==> config.mk <==
export PLATFORM = sky130hd
export DESIGN_NAME = cnn_input_pooler
export DESIGN_NICKNAME = d
export VERILOG_FILES = /design/src/rtl/cnn_input_pooler.sv
export SDC_FILE = /design/constraint.sdc
export NUM_CORES = 1
export LEC_CHECK = 0
export ABC_AREA = 1
export BUFFER_PORTS_ARGS = -buffer_cell sky130_fd_sc_hd__buf_4
export CAP_MARGIN = 30
export CORE_ASPECT_RATIO = 0.7
export CORE_MARGIN = 5
export CORE_UTILIZATION = 47
export CTS_BUF_LIST = sky130_fd_sc_hd__clkbuf_8
export CTS_CLUSTER_SIZE = 14
export DETAILED_ROUTE_END_ITERATION = 16
export MAX_ROUTING_LAYER = met4
export PLACE_DENSITY_LB_ADDON = 0.2
export SLEW_MARGIN = 20
export SYNTH_ARGS = -nofsm -noshare
export SYNTH_HDL_FRONTEND = slang
export SYNTH_SLANG_ARGS = --single-unit
==> constraint.sdc <==
create_clock -name clk24 -period 5.3 [get_ports clk24]
set_clock_uncertainty 0.05 [all_clocks]
set_input_delay 0.265 -clock clk24 [delete_from_list [all_inputs] [get_ports clk24]]
set_output_delay 0.265 -clock clk24 [all_outputs]
set_load 0.02 [all_outputs]
==> src/rtl/cnn_input_pooler.sv <==
// Pools the centred crop of the frame buffer into a 28x28 image of 4-bit pixels,
// averaging each REC_WIDTH x REC_HEIGHT block and streaming results in raster order.
module cnn_input_pooler #(
    parameter int REC_WIDTH        = 8,
    parameter int REC_HEIGHT       = 8,
    parameter int CNN_INPUT_WIDTH  = 28,
    parameter int CNN_INPUT_HEIGHT = 28,
    parameter int hRez             = 640,
    parameter int vRez             = 480
) (
    input  logic        clk24,
    input  logic        rst_n,
    input  logic        start,
    output logic [18:0] frame_addr,
    input  logic [3:0]  frame_pixel,
    output logic        busy,
    output logic        out_valid,
    output logic [9:0]  out_addr,
    output logic [3:0]  out_data,
    output logic        done
);

    localparam int LEFT0 = hRez / 2 - (REC_WIDTH * CNN_INPUT_WIDTH) / 2;
    localparam int UP0   = vRez / 2 - (REC_HEIGHT * CNN_INPUT_HEIGHT) / 2;

    localparam int CW  = $clog2(REC_WIDTH);
    localparam int RW  = $clog2(REC_HEIGHT);
    localparam int BXW = $clog2(CNN_INPUT_WIDTH);
    localparam int BYW = $clog2(CNN_INPUT_HEIGHT);
    localparam int SW  = $clog2(REC_WIDTH * REC_HEIGHT);

    localparam logic [18:0] ADDR_IDLE  = 19'd1;
    localparam logic [18:0] ADDR_FIRST = 19'(UP0 * hRez + LEFT0);
    localparam logic [18:0] STEP_ROW   = 19'(hRez - REC_WIDTH + 1);
    localparam logic [18:0] BACK_BLOCK = 19'((REC_HEIGHT - 1) * hRez - 1);
    localparam logic [18:0] STEP_BROW  = 19'(hRez - REC_WIDTH * CNN_INPUT_WIDTH + 1);

    localparam logic [CW-1:0]  C_LAST  = CW'(REC_WIDTH - 1);
    localparam logic [RW-1:0]  R_LAST  = RW'(REC_HEIGHT - 1);
    localparam logic [BXW-1:0] BX_LAST = BXW'(CNN_INPUT_WIDTH - 1);
    localparam logic [BYW-1:0] BY_LAST = BYW'(CNN_INPUT_HEIGHT - 1);
    localparam logic [SW-1:0]  S_LAST  = SW'(REC_WIDTH * REC_HEIGHT - 1);

    typedef enum logic [1:0] {
        S_IDLE,
        S_READ,
        S_DRAIN,
        S_DONE
    } state_t;

    state_t         state_q, state_d;
    logic [18:0]    addr_q, addr_d;
    logic [CW-1:0]  c_q, c_d;
    logic [RW-1:0]  r_q, r_d;
    logic [BXW-1:0] bx_q, bx_d;
    logic [BYW-1:0] by_q, by_d;
    logic           busy_q, busy_d;
    logic           done_q, done_d;
    logic           vld_p1_q, vld_p1_d;

    logic [SW-1:0]  smp_q, smp_d;
    logic [9:0]     blk_q, blk_d;
    logic [9:0]     acc_q, acc_d;
    logic [9:0]     sum_p1;
    logic           oval_q, oval_d;
    logic [9:0]     oaddr_q, oaddr_d;
    logic [3:0]     odata_q, odata_d;

    // Truncating average of a full block sum (divide by 64, no rounding).
    function automatic logic [3:0] pool_avg(input logic [9:0] s);
        logic [9:0] sh;
        sh = s >> 6;
        return sh[3:0];
    endfunction

    // Address generator and control FSM; addresses are stepped incrementally.
    always_comb begin
        state_d  = state_q;
        addr_d   = addr_q;
        c_d      = c_q;
        r_d      = r_q;
        bx_d     = bx_q;
        by_d     = by_q;
        busy_d   = busy_q;
        done_d   = 1'b0;
        vld_p1_d = (state_q == S_READ);
        unique case (state_q)
            S_IDLE: begin
                addr_d = ADDR_IDLE;
                if (start) begin
                    state_d = S_READ;
                    busy_d  = 1'b1;
                    addr_d  = ADDR_FIRST;
                    c_d     = '0;
                    r_d     = '0;
                    bx_d    = '0;
                    by_d    = '0;
                end
            end
            S_READ: begin
                if (c_q != C_LAST) begin
                    c_d    = c_q + CW'(1);
                    addr_d = addr_q + 19'd1;
                end else if (r_q != R_LAST) begin
                    c_d    = '0;
                    r_d    = r_q + RW'(1);
                    addr_d = addr_q + STEP_ROW;
                end else if (bx_q != BX_LAST) begin
                    c_d    = '0;
                    r_d    = '0;
                    bx_d   = bx_q + BXW'(1);
                    addr_d = addr_q - BACK_BLOCK;
                end else if (by_q != BY_LAST) begin
                    c_d    = '0;
                    r_d    = '0;
                    bx_d   = '0;
                    by_d   = by_q + BYW'(1);
                    addr_d = addr_q + STEP_BROW;
                end else begin
                    state_d = S_DRAIN;
                    addr_d  = ADDR_IDLE;
                end
            end
            S_DRAIN: begin
                addr_d = ADDR_IDLE;
                // Only the final block strobes while draining.
                if (oval_q) begin
                    state_d = S_DONE;
                    done_d  = 1'b1;
                    busy_d  = 1'b0;
                end
            end
            S_DONE: begin
                addr_d  = ADDR_IDLE;
                state_d = S_IDLE;
            end
            default: begin
                state_d = S_IDLE;
                addr_d  = ADDR_IDLE;
            end
        endcase
    end

    always_ff @(posedge clk24 or negedge rst_n) begin
        if (!rst_n) begin
            state_q  <= S_IDLE;
            addr_q   <= ADDR_IDLE;
            c_q      <= '0;
            r_q      <= '0;
            bx_q     <= '0;
            by_q     <= '0;
            busy_q   <= 1'b0;
            done_q   <= 1'b0;
            vld_p1_q <= 1'b0;
        end else begin
            state_q  <= state_d;
            addr_q   <= addr_d;
            c_q      <= c_d;
            r_q      <= r_d;
            bx_q     <= bx_d;
            by_q     <= by_d;
            busy_q   <= busy_d;
            done_q   <= done_d;
            vld_p1_q <= vld_p1_d;
        end
    end

    // Stage p1: frame_pixel arrives alongside vld_p1_q and is accumulated.
    assign sum_p1 = (smp_q == '0) ? 10'(frame_pixel) : acc_q + 10'(frame_pixel);

    always_comb begin
        acc_d   = acc_q;
        smp_d   = smp_q;
        blk_d   = blk_q;
        oval_d  = 1'b0;
        oaddr_d = oaddr_q;
        odata_d = odata_q;
        if (vld_p1_q) begin
            acc_d = sum_p1;
            smp_d = smp_q + SW'(1);
            if (smp_q == S_LAST) begin
                oval_d  = 1'b1;
                oaddr_d = blk_q;
                odata_d = pool_avg(sum_p1);
                blk_d   = blk_q + 10'd1;
            end
        end
        if (state_q == S_IDLE) begin
            smp_d = '0;
            blk_d = '0;
        end
    end

    always_ff @(posedge clk24 or negedge rst_n) begin
        if (!rst_n) begin
            smp_q   <= '0;
            blk_q   <= '0;
            oval_q  <= 1'b0;
            oaddr_q <= '0;
            odata_q <= '0;
        end else begin
            smp_q   <= smp_d;
            blk_q   <= blk_d;
            oval_q  <= oval_d;
            oaddr_q <= oaddr_d;
            odata_q <= odata_d;
        end
    end

    // Accumulator contents are reloaded on each block's first sample.
    always_ff @(posedge clk24) begin
        acc_q <= acc_d;
    end

    assign frame_addr = addr_q;
    assign busy       = busy_q;
    assign done       = done_q;
    assign out_valid  = oval_q;
    assign out_addr   = oaddr_q;
    assign out_data   = odata_q;

endmodule

==> summary.txt <==
Yosys
  • FF+latch count, synth: 81
  • Register area share after synthesis: 37.70%
  • Area share of the largest cell type after synthesis: 31.77%
  • Net Count, Synth: 808
  • Mapped Cells: 782
  • Synth top area cells: dfrtp_1, nand2_1, nand3_1, o21ai_0, edfxtp_1
  • Avg Inst Size Synth: 7.050 um^2
  • Post-synth top area cell: dfrtp_1
  • Mapped Area: 5513 um^2
  • Yosys Warn Count: 0
  • Synth unique cells: 43

Clock tree
  • Root buffer cell: clkbuf_8
  • Cts repair resizes: 0
  • CTS tree: yes
  • # clock sinks: 81
  • Number of H-tree levels: 3
  • CTS Buf Count: 9
  • Clock Latency Late Sink: 370 ps
  • CTS clk-pin slew, worst paths: 90 ps
  • # Post-CTS Setup Buffers: 0
  • Clock buffer depth: 2

Setup path
  • Crit path from: vld_p1_q
  • Crit start category: flip-flop
  • Worst Setup EP: blk_q[7]
  • Critical path class: flip-flop to flip-flop
  • R2R Path End: blk_q[7]
  • Maximum fanout along the worst path: 31
  • Worst Reg-to-Reg Cells: 9
  • Worst EP arrival: 3040 ps
  • Reg-to-Reg Start: vld_p1_q
  • Flop-to-flop setup slack: 2470 ps
  • CP Capture Type: flip-flop
  • Worst path required time: 5500 ps

Final layout
  • Commonest non-fill, non-tap cell in the layout: nand2_1
  • Final nets: 840
  • Multi-input logic area: 2969 um^2
  • Layout Area Growth over Synthesis: 11.33%
  • Diode count: 0
  • Fraction of layout cells with a size suffix above 1: 10.87%
  • Most frequent cells in the layout: nand2_1, nand3_1, inv_1
  • Storage element area: 2078 um^2
  • Number of fill cells: 1173

Global route
  • Via count of the first global-routing pass: 5010
  • First-pass GRT wire length: 26080 um
  • Global-route usage over all layers: 23.86%
  • Gr ovfl total: 0
  • Initial antenna violation count: 0
  • Largest net degree at the start of global routing: 72

STA
  • # setup viols final: 0
  • Final hold viol count: 0
  • Worst Max-Slew Pin Slew: 1007 ps
  • RSZ-0062 raised after global routing: no
  • Aggregate negative setup slack: 0 ps
  • Final worst slack: 2466 ps
  • Worst slew margin: 32.59%
  • Final Critical Period: 2834 ps
  • Final Slew Violations: 0
  • Final period utilization: 53.48%
  • Fmax: 352.8 MHz

Floorplanning
  • Initial Util: 47.51%
  • Core area: 11600 um^2
  • I/O pins: 43
  • Core Rows: 33
  • Die extent in y: 100.6 um
  • Die area: 14030 um^2
  • Die width: 139.4 um

Route
  • First-pass DRT Iterations: 5
  • Routed len/inst: 16.15 um
  • WL final: 15760 um
  • DR vias: 5398
  • Via/cell ratio: 5.531
  • Drt drc: 0
  • Detailed Route Iter0 Violations: 633
  • Antenna-violating nets left: 0

Place
  • HPWL Detailed: 11560 um
  • I/O Buffers: 42
  • Gpl congestion: 0.9776
  • Placement Setup Slack: 2443 ps

Pwr
  • Leakage power: 2.934 nW
  • Peak VDD IR: 0.2144 mV
  • Tot Pwr: 2.262 mW
  • Pwr Density: 368.5 nW/um^2

Hold path
  • HP Class: input port to flip-flop

Outcome
  • Status: finished, final reports clean

Run
  • Max Cap Violations: 0
==> cell type report <==
type                       count  area share, %
clock buffer                   9          2.018
clock inverter                 7          1.121
inverter                      90          5.545
multi-input combinational    587          48.38
sequential                    81          33.86
tap                          157          3.201
timing repair buffer          45          5.872
==> logic make-up after synthesis <==
kind of cell    share of synthesized area (%)
compound gates                          13.12
fa+ha+maj                               4.449
buf+inv                                 8.443
xor+xnor                                2.701
simple gates                            33.59
flops                                   37.70
==> critical path: stages (launching register included) <==
cell and delay [ps]:
dfrtp_1 720, nand3_1 170, nor2_1 160, nand2_1 510, inv_2 360, nand4_1 260
nor3_2 250, nand3_1 100, nand2_1 70, a21oi_1 50
==> registers in the layout, summed over array words and instances, names as in the netlist, 4 cells and up <==
name        count
acc_q          10
blk_q          10
bx_q            5
by_q            5
frame_addr     19
out_addr       10
out_data        4
smp_q           6
==> synth_stat cells <==
cell type  number
nand3_2         2
dfstp_2         1
nor2_2          1
o21a_1          1
a21oi_1        42
buf_4           2
nor2_4          9
o41ai_1         1
a31oi_1         7
nand3_1        85
inv_2           8
xor2_1         14
and3_1          1
o21bai_1        1
inv_1          78
inv_4           1
nand2_2         4
o21ai_1         8
nor3_2          1
or2_2           2
fa_1            1
o21ai_0        66
nor3b_1         4
a211oi_1        3
o31ai_1         1
buf_6           2
nand4_1        12
nor3_4          1
nor2_1         73
nor3_1         16
o211ai_1        4
nand2_1       203
nand3b_1        1
edfxtp_1       10
dfrtp_1        70
clkbuf_1        9
ha_1           18
xnor2_1         3
o22ai_1         1
buf_1           1
o2111ai_1       1
buf_2          10
clkinv_1        3
==> per-layer routing <==
metal  vias to the layer above  part of all wire, %  GRT usage [%]
met5                         -                    0              -
met2                       202                   42          33.56
met1                      2533                   49          35.28
li1                       2645                    -              -
met4                         0                  1.1          5.113
met3                        18                  8.1          5.216
==> report_power, final <==
group | total [mW] | internal (mW) | switching, mW
registers | 0.898 | 0.762 | 0.136
logic | 0.902 | 0.286 | 0.616
clock network | 0.462 | 0.218 | 0.244
total | 2.26 | 1.27 | 0.996
==> timing repair <==
item                                    in CTS  in global routing
hold buffers                                 0                  1
hold endpoints to repair                     0                 26
endpoints found under the setup margin       0                  0
==> how the worst min path moves through the flow <==
stage                   to           start  cells past startpoint  slack (ps)
2_1_floorplan     blk_q[0]           rst_n                      0         -80
3_3_place_gp   out_addr[6]           rst_n                      1         420
3_5_place_dp   out_addr[6]           rst_n                      1         420
4_1_cts            bx_q[4]           rst_n                      1          10
5_1_grt           acc_q[3]  frame_pixel[3]                      3         150
6_report          acc_q[0]  frame_pixel[0]                      3         130
==> per-stage QoR <==
| stage | cells | instance area (um^2) | hold WS (ps) | util (%) |
|---|---|---|---|---|
| 2_1_floorplan | 782 | 5513 | -80.59 | - |
| 3_3_place_gp | 958 | 5907 | 417.0 | 50.91 |
| 3_5_place_dp | 958 | 5907 | 418.2 | 50.91 |
| 4_1_cts | 974 | 6100 | 11.38 | 52.57 |
| 5_1_grt | 976 | 6137 | 146.8 | 52.90 |
| 6_report | 976 | 6137 | 129.7 | 52.90 |
Note: power is estimated with default switching activity, not from simulation.
